[src/rtl/rr_write_buf_sequencer_if.sv]
// Bundle of signals between the host/storage-writer side and the sequencer.
//   cfg_*            : descriptor programming port (host -> sequencer)
//   start/stop       : level controls (host -> sequencer)
//   write_interrupt,
//   record_bits      : status from the storage writer
//   write_buf_*      : buffer load to the storage writer
//   done_*           : buffer-retired event
//   desc_valid, cur_idx, stalled, stall_cnt, cfg_err : status
// master = host/writer side, slave = sequencer.
interface rr_write_buf_sequencer_if #(
  parameter int AXI_ADDR_WIDTH = 64,
  parameter int NBUF           = 4,
  parameter int IDX_W          = $clog2(NBUF)
);
  logic                      cfg_wr_en;
  logic [IDX_W-1:0]          cfg_idx;
  logic [AXI_ADDR_WIDTH-1:0] cfg_addr;
  logic [AXI_ADDR_WIDTH-1:0] cfg_size;
  logic                      start;
  logic                      stop;
  logic                      write_interrupt;
  logic [63:0]               record_bits;
  logic [AXI_ADDR_WIDTH-1:0] write_buf_addr;
  logic [AXI_ADDR_WIDTH-1:0] write_buf_size;
  logic                      write_buf_update;
  logic                      done_valid;
  logic [IDX_W-1:0]          done_idx;
  logic [63:0]               done_bits;
  logic                      done_partial;
  logic [NBUF-1:0]           desc_valid;
  logic [IDX_W-1:0]          cur_idx;
  logic                      stalled;
  logic [31:0]               stall_cnt;
  logic                      cfg_err;

  modport master (
    output cfg_wr_en, cfg_idx, cfg_addr, cfg_size, start, stop,
           write_interrupt, record_bits,
    input  write_buf_addr, write_buf_size, write_buf_update,
           done_valid, done_idx, done_bits, done_partial,
           desc_valid, cur_idx, stalled, stall_cnt, cfg_err
  );

  modport slave (
    input  cfg_wr_en, cfg_idx, cfg_addr, cfg_size, start, stop,
           write_interrupt, record_bits,
    output write_buf_addr, write_buf_size, write_buf_update,
           done_valid, done_idx, done_bits, done_partial,
           desc_valid, cur_idx, stalled, stall_cnt, cfg_err
  );
endinterface

[src/rtl/rr_write_buf_sequencer.sv]
// Round-robin sequencer handing a ring of host buffer descriptors to a
// storage writer. Software owns a descriptor until it writes it (valid bit
// set); hardware hands it to the writer, waits for "full" or stop, retires it
// (done event, valid bit cleared) and moves to the next slot.
// Ports: clk, rst (async, active-high), bus (slave side of the interface).
module rr_write_buf_sequencer #(
  parameter int AXI_ADDR_WIDTH = 64,
  parameter int NBUF           = 4,
  parameter int IDX_W          = $clog2(NBUF)
) (
  input logic                    clk,
  input logic                    rst,
  rr_write_buf_sequencer_if.slave bus
);
  typedef enum logic [2:0] {IDLE, ARM, SETTLE, FILL, STALL, DONE} state_t;

  state_t state, state_nxt;

  logic [NBUF-1:0][AXI_ADDR_WIDTH-1:0] desc_addr, desc_size;
  logic [NBUF-1:0]                     desc_valid;
  logic [IDX_W-1:0]                    cur_idx, idx_nxt, idx_inc;
  logic                                settle_cnt;
  logic                                retire, retire_partial;
  logic [AXI_ADDR_WIDTH-1:0]           buf_addr, buf_size;
  logic                                done_valid, done_partial;
  logic [IDX_W-1:0]                    done_idx;
  logic [63:0]                         done_bits;
  logic [31:0]                         stall_cnt;
  logic                                cfg_err;

  // NBUF is a power of two, so the natural wrap of the adder is the ring wrap.
  assign idx_inc = cur_idx + IDX_W'(1);

  // state register
  always_ff @(posedge clk or posedge rst) begin
    if (rst) state <= IDLE;
    else     state <= state_nxt;
  end

  // next state; also decides the retirement and the next target index
  always_comb begin
    state_nxt      = state;
    idx_nxt        = cur_idx;
    retire         = 1'b0;
    retire_partial = 1'b0;
    case (state)
      IDLE, DONE:
        if (bus.start) begin
          idx_nxt   = '0;
          state_nxt = desc_valid[0] ? ARM : STALL;
        end
      ARM:    state_nxt = SETTLE;
      // write_interrupt is stale for two cycles after a load; ignore it here.
      SETTLE: if (settle_cnt) state_nxt = FILL;
      FILL:
        if (bus.write_interrupt) begin
          // full wins over stop when both arrive together
          retire  = 1'b1;
          idx_nxt = idx_inc;
          if (bus.stop)                 state_nxt = DONE;
          else if (desc_valid[idx_inc]) state_nxt = ARM;
          else                          state_nxt = STALL;
        end else if (bus.stop) begin
          retire         = 1'b1;
          retire_partial = 1'b1;
          state_nxt      = DONE;
        end
      STALL:
        if (bus.stop)                 state_nxt = DONE;
        else if (desc_valid[cur_idx]) state_nxt = ARM;
      default: state_nxt = IDLE;
    endcase
  end

  // outputs decoded from state
  always_comb begin
    bus.write_buf_update = (state == ARM);
    bus.stalled          = (state == STALL);
  end

  // datapath
  always_ff @(posedge clk or posedge rst) begin
    if (rst) begin
      cur_idx      <= '0;
      settle_cnt   <= 1'b0;
      buf_addr     <= '0;
      buf_size     <= '0;
      done_valid   <= 1'b0;
      done_idx     <= '0;
      done_bits    <= '0;
      done_partial <= 1'b0;
      stall_cnt    <= '0;
      cfg_err      <= 1'b0;
      desc_valid   <= '0;
      desc_addr    <= '0;
      desc_size    <= '0;
    end else begin
      cur_idx    <= idx_nxt;
      settle_cnt <= (state == SETTLE) && !settle_cnt;

      // Latch the buffer on the edge into ARM so addr/size are already valid
      // in the update cycle and hold until the next ARM.
      if (state_nxt == ARM) begin
        buf_addr <= desc_addr[idx_nxt];
        buf_size <= desc_size[idx_nxt];
      end

      done_valid <= retire;
      if (retire) begin
        done_idx     <= cur_idx;
        done_bits    <= bus.record_bits;
        done_partial <= retire_partial;
      end

      if (state == STALL && stall_cnt != '1) stall_cnt <= stall_cnt + 32'd1;

      // A write landing on the slot being retired this cycle is accepted:
      // the retirement frees the slot first.
      if (bus.cfg_wr_en && desc_valid[bus.cfg_idx] &&
          !(retire && bus.cfg_idx == cur_idx))
        cfg_err <= 1'b1;

      for (int i = 0; i < NBUF; i++) begin
        if (bus.cfg_wr_en && bus.cfg_idx == IDX_W'(i) &&
            (!desc_valid[i] || (retire && cur_idx == IDX_W'(i)))) begin
          desc_valid[i] <= 1'b1;
          desc_addr[i]  <= bus.cfg_addr;
          desc_size[i]  <= bus.cfg_size;
        end else if (retire && cur_idx == IDX_W'(i)) begin
          desc_valid[i] <= 1'b0;
        end
      end
    end
  end

  assign bus.write_buf_addr = buf_addr;
  assign bus.write_buf_size = buf_size;
  assign bus.done_valid     = done_valid;
  assign bus.done_idx       = done_idx;
  assign bus.done_bits      = done_bits;
  assign bus.done_partial   = done_partial;
  assign bus.desc_valid     = desc_valid;
  assign bus.cur_idx        = cur_idx;
  assign bus.stall_cnt      = stall_cnt;
  assign bus.cfg_err        = cfg_err;
endmodule

[src/flat_wrapper.sv]
// flat-port wrapper written by rule: the top's interface ports become plain ports
module rr_write_buf_sequencer_flat 
#(
  parameter int AXI_ADDR_WIDTH = 64,
  parameter int NBUF           = 4,
  parameter int IDX_W          = $clog2(NBUF)
)
  (clk, rst, bus_cfg_wr_en, bus_cfg_idx, bus_cfg_addr, bus_cfg_size, bus_start, bus_stop, bus_write_interrupt, bus_record_bits, bus_write_buf_addr, bus_write_buf_size, bus_write_buf_update, bus_done_valid, bus_done_idx, bus_done_bits, bus_done_partial, bus_desc_valid, bus_cur_idx, bus_stalled, bus_stall_cnt, bus_cfg_err);
  rr_write_buf_sequencer_if #(.AXI_ADDR_WIDTH(AXI_ADDR_WIDTH), .NBUF(NBUF), .IDX_W(IDX_W)) bus_i ();
  input logic clk;
  input logic rst;
  input wire logic [$bits(bus_i.cfg_wr_en)-1:0] bus_cfg_wr_en;
  input wire logic [$bits(bus_i.cfg_idx)-1:0] bus_cfg_idx;
  input wire logic [$bits(bus_i.cfg_addr)-1:0] bus_cfg_addr;
  input wire logic [$bits(bus_i.cfg_size)-1:0] bus_cfg_size;
  input wire logic [$bits(bus_i.start)-1:0] bus_start;
  input wire logic [$bits(bus_i.stop)-1:0] bus_stop;
  input wire logic [$bits(bus_i.write_interrupt)-1:0] bus_write_interrupt;
  input wire logic [$bits(bus_i.record_bits)-1:0] bus_record_bits;
  output wire logic [$bits(bus_i.write_buf_addr)-1:0] bus_write_buf_addr;
  output wire logic [$bits(bus_i.write_buf_size)-1:0] bus_write_buf_size;
  output wire logic [$bits(bus_i.write_buf_update)-1:0] bus_write_buf_update;
  output wire logic [$bits(bus_i.done_valid)-1:0] bus_done_valid;
  output wire logic [$bits(bus_i.done_idx)-1:0] bus_done_idx;
  output wire logic [$bits(bus_i.done_bits)-1:0] bus_done_bits;
  output wire logic [$bits(bus_i.done_partial)-1:0] bus_done_partial;
  output wire logic [$bits(bus_i.desc_valid)-1:0] bus_desc_valid;
  output wire logic [$bits(bus_i.cur_idx)-1:0] bus_cur_idx;
  output wire logic [$bits(bus_i.stalled)-1:0] bus_stalled;
  output wire logic [$bits(bus_i.stall_cnt)-1:0] bus_stall_cnt;
  output wire logic [$bits(bus_i.cfg_err)-1:0] bus_cfg_err;
  assign bus_i.cfg_wr_en = bus_cfg_wr_en;
  assign bus_i.cfg_idx = bus_cfg_idx;
  assign bus_i.cfg_addr = bus_cfg_addr;
  assign bus_i.cfg_size = bus_cfg_size;
  assign bus_i.start = bus_start;
  assign bus_i.stop = bus_stop;
  assign bus_i.write_interrupt = bus_write_interrupt;
  assign bus_i.record_bits = bus_record_bits;
  assign bus_write_buf_addr = bus_i.write_buf_addr;
  assign bus_write_buf_size = bus_i.write_buf_size;
  assign bus_write_buf_update = bus_i.write_buf_update;
  assign bus_done_valid = bus_i.done_valid;
  assign bus_done_idx = bus_i.done_idx;
  assign bus_done_bits = bus_i.done_bits;
  assign bus_done_partial = bus_i.done_partial;
  assign bus_desc_valid = bus_i.desc_valid;
  assign bus_cur_idx = bus_i.cur_idx;
  assign bus_stalled = bus_i.stalled;
  assign bus_stall_cnt = bus_i.stall_cnt;
  assign bus_cfg_err = bus_i.cfg_err;
  rr_write_buf_sequencer #(.AXI_ADDR_WIDTH(AXI_ADDR_WIDTH), .NBUF(NBUF), .IDX_W(IDX_W)) u_core (.clk(clk), .rst(rst), .bus(bus_i));
endmodule
[config.mk]
export PLATFORM = sky130hd
export DESIGN_NAME = rr_write_buf_sequencer_flat
export DESIGN_NICKNAME = d
export VERILOG_FILES = /design/src/rtl/rr_write_buf_sequencer_if.sv /design/src/rtl/rr_write_buf_sequencer.sv /design/src/flat_wrapper.sv
export SDC_FILE = /design/constraint.sdc
export NUM_CORES = 2
export LEC_CHECK = 0
export CELL_PAD_IN_SITES_DETAIL_PLACEMENT = 0
export CELL_PAD_IN_SITES_GLOBAL_PLACEMENT = 1
export CORE_MARGIN = 2
export CORE_UTILIZATION = 36
export CTS_CLUSTER_DIAMETER = 50
export DETAILED_ROUTE_END_ITERATION = 8
export DONT_BUFFER_PORTS = 1
export GPL_ROUTABILITY_DRIVEN = 0
export PLACE_DENSITY_LB_ADDON = 0.1
export SYNTH_ARGS = -nofsm -noshare
export SYNTH_HDL_FRONTEND = slang
export SYNTH_SLANG_ARGS = --single-unit
[constraint.sdc]
create_clock -name clk -period 65.4 [get_ports clk]
set_input_delay 6.54 -clock clk [delete_from_list [all_inputs] [get_ports clk]]
set_output_delay 6.54 -clock clk [all_outputs]
set_load 0.01 [all_outputs]
==> impl_metrics.json <==
{
  "drv_slew": 0,
  "ios": 437,
  "cts_tree": "built",
  "cts-resized-gates": 0,
  "cts_made_buffers": 108,
  "clkPwrFrac": 0.291,
  "power_density_nw_per_um2": 55.3,
  "ant_nets": 0,
  "period_needed_ps": 9600,
  "vdd.ir_drop.worst_mv": 0.0332,
  "cp-start-kind": "input port",
  "relSlewSlack": 0.259,
  "cts_hold_buf": 0,
  "antennaDiodeCount": 0,
  "p_sw_frac": 0.309,
  "io_buffers": 0,
  "rrSetupSlack_ps": 60550,
  "setup_tns_ps": 0,
  "synth_edf_count": 0,
  "min_path_type": "flip-flop to flip-flop",
  "placed_cells": 3234,
  "path_clk_slew_ps": 50,
  "totalWireLength_um": 79500,
  "crit_arrival_ps": 10130,
  "r2r_start": "u_core.bus.cur_idx[0]$_DFF_PP0_",
  "syn_area_um2": 33300,
  "final_cells": 3430,
  "r2r-end": "u_core.bus.write_buf_addr[39]$_DFFE_PP0N_",
  "setup_ws_ps": 55800,
  "dp_hpwl_um": 47900,
  "grt_usage": 0.169,
  "start_util": 0.363,
  "die_area_um2": 94900,
  "rsz0062_at_grt": "false",
  "synth_ff_type": "dfrtp_1",
  "drt-vias-per-instance": 5.13,
  "pre_cts_slack_ps": 55080,
  "pwr-share-seq": 0.412,
  "overflow": 0,
  "final_hold_viol_count": 0,
  "drt_pass1_iterations": 4,
  "ys_ff_latch": 751,
  "area_delta_synth_final_pct": 13.7,
  "path_class": "input port to flip-flop",
  "synth-async-reset-ratio": 1.00,
  "cts-root-buf": "clkbuf_16",
  "fin_worst_skew_ps": 25.5,
  "wl_per_cell_um": 23.2,
  "rows": 111,
  "route.vias.total": 17592,
  "post-route-period-util": 0.147,
  "status": "completed",
  "drc": 0,
  "end_kind": "flip-flop",
  "drive_gt1_frac": 0.365,
  "cts_setup_buffers": 0,
  "grt_pass1_vias": 19274,
  "fp.dieH_um": 308,
  "leakagePower_nw": 16.8,
  "worstSkewPairLatency_ps": 670,
  "nets": 2363,
  "clockBufferDepth": 3,
  "cts_max_level": 3,
  "postSynthAreaPerCell_um2": 15.5,
  "ys_types": 54,
  "ys_seq_area_frac": 0.565,
  "max_cap_violations": 0,
  "n_fill_cell": 8411,
  "worst_slew_pin_slew_ps": 1110,
  "drtIter0Drc": 669,
  "synth_nets": 2352,
  "multiInputGateArea_um2": 13500,
  "grt_first_pass_wirelength_um": 123000,
  "worst_ep_required_time_ps": 65940,
  "yosysTopAreaCell": "dfrtp_1",
  "crit_end": "u_core.bus.write_buf_addr[39]$_DFFE_PP0N_",
  "core-area_um2": 91700,
  "synth_cells": 2147,
  "p_switching_mw": 0.646,
  "pwr-share-comb": 0.297,
  "power.internal_mw": 1.45,
  "whs_ps": 432,
  "clock_sinks": 751,
  "antenna_found_initial": 1,
  "ys_top_cells_by_area": "dfrtp_1, mux2_2, mux2i_1",
  "reg2reg_depth": 8,
  "fmax_mhz": 104,
  "startpoint": "bus_start",
  "die_w_um": 308,
  "critPathMaxFanout": 40,
  "yosysWarningCount": 0,
  "setup_viol": 0,
  "ff_latch_area_um2": 18800,
  "grt_max_degree": 185,
  "synth.top_cell.area_share": 0.565
}
==> kinds of logic (layout without fill, tap and decap cells) <==
group	count (synthesis)	in the layout	share of synthesized area
buf+inv	137	234	0.0322
flops	751	751	0.565
mux	1094	1094	0.370
xor+xnor	32	32	0.00842
compound gates	26	26	0.00530
fa+ha+maj	5	5	0.00188
simple gates	102	102	0.0174
==> synth_stat cells, types with 4 or more instances <==
master and instances:
mux2i_1 384, buf_12 11, ha_1 5, nor3_1 4
xnor2_1 28, buf_6 28, clkbuf_1 10, a21oi_1 9
nor2_1 11, mux2_4 120, mux2_1 120, nand2_1 26
inv_1 8, nand3_1 13, xor2_1 4, buf_2 59
and3_1 7, buf_4 19, dfrtp_1 751, mux2_2 467
nand4_1 13, and4_1 7
==> stage by stage <==
step	util	total power, mW	instance area [µm²]
global route	0.413	2.22	37900
finish	0.413	2.09	37900
floorplan	-	1.38	33300
CTS	0.413	2.13	37900
detailed placement	0.372	1.51	34100
global placement	0.372	1.48	34100
==> how the worst min path moves through the flow <==
stage / endpoint / cells after the start / from / slack, ps
2_1_floorplan: u_core.settle_cnt$_DFF_PP0_ / 1 / u_core.settle_cnt$_DFF_PP0_ / 400
3_3_place_gp: u_core.settle_cnt$_DFF_PP0_ / 1 / u_core.settle_cnt$_DFF_PP0_ / 420
3_5_place_dp: u_core.settle_cnt$_DFF_PP0_ / 1 / u_core.settle_cnt$_DFF_PP0_ / 420
4_1_cts: u_core.settle_cnt$_DFF_PP0_ / 1 / u_core.settle_cnt$_DFF_PP0_ / 430
5_1_grt: u_core.settle_cnt$_DFF_PP0_ / 1 / u_core.settle_cnt$_DFF_PP0_ / 460
6_report: u_core.settle_cnt$_DFF_PP0_ / 1 / u_core.settle_cnt$_DFF_PP0_ / 430
==> power by group through the flow <==
stage	clock network, mW	logic, mW	registers [mW]
floorplan	0	0.566	0.815
global placement	0	0.617	0.867
detailed placement	0	0.633	0.874
CTS	0.626	0.635	0.868
global route	0.649	0.680	0.893
finish	0.609	0.621	0.863
==> layer usage <==
layer | vias up | global-route usage | wire length (µm) | share of wire
met4 | 0 | 0.0496 | 1920 | 0.024
met5 | - | 0 | 0 | 0
met3 | 113 | 0.0557 | 5170 | 0.065
met1 | 9378 | 0.204 | 33200 | 0.42
li1 | 7790 | - | - | -
met2 | 311 | 0.285 | 39200 | 0.49
==> cell usage in the layout, fill, tap and decap left out, types with 4 or more instances in the layout <==
cell	synthesis	final
dfrtp_1	751	751
mux2_2	467	467
mux2i_1	384	384
mux2_1	120	120
mux2_4	120	120
clkbuf_16	0	111
xnor2_1	28	28
buf_4	19	28
nand2_1	26	25
clkinv_2	0	21
bufinv_16	0	18
nand3_1	13	13
nand4_1	13	13
clkbuf_1	10	12
clkinvlp_4	0	12
nor2_1	11	11
clkbuf_8	0	9
inv_1	8	7
a21oi_1	9	7
and3_1	7	7
and4_1	7	7
inv_6	0	7
clkinv_4	0	6
ha_1	5	5
nor3_1	4	4
xor2_1	4	4
==> layout make-up <==
type | instances | share of cell area
clock inverters | 64 | 0.0224
multi-input cells | 1259 | 0.357
repair buffers | 30 | 0.00661
flip-flops and latches | 751 | 0.496
inverters | 8 | 0.000992
well taps | 1186 | 0.0392
clock buffers | 132 | 0.0778
==> worst max-delay path, cell delays in order <==
cell,delay (ps)
nor4bb_1,250
a31oi_1,80
o211ai_1,290
nor2_2,80
nor3_4,810
buf_4,800
buf_4,840
mux2_4,360
==> state kept, by name (all words and copies together), names as in the netlist, 3 cells and up <==
register                   cells
u_core.desc_addr             256
u_core.desc_size             256
u_core.bus.done_bits          64
u_core.bus.write_buf_addr     64
u_core.bus.write_buf_size     64
u_core.bus.stall_cnt          32
u_core.bus.desc_valid          4
u_core.state                   3
No activity file was read; power rests on OpenSTA's default activity.
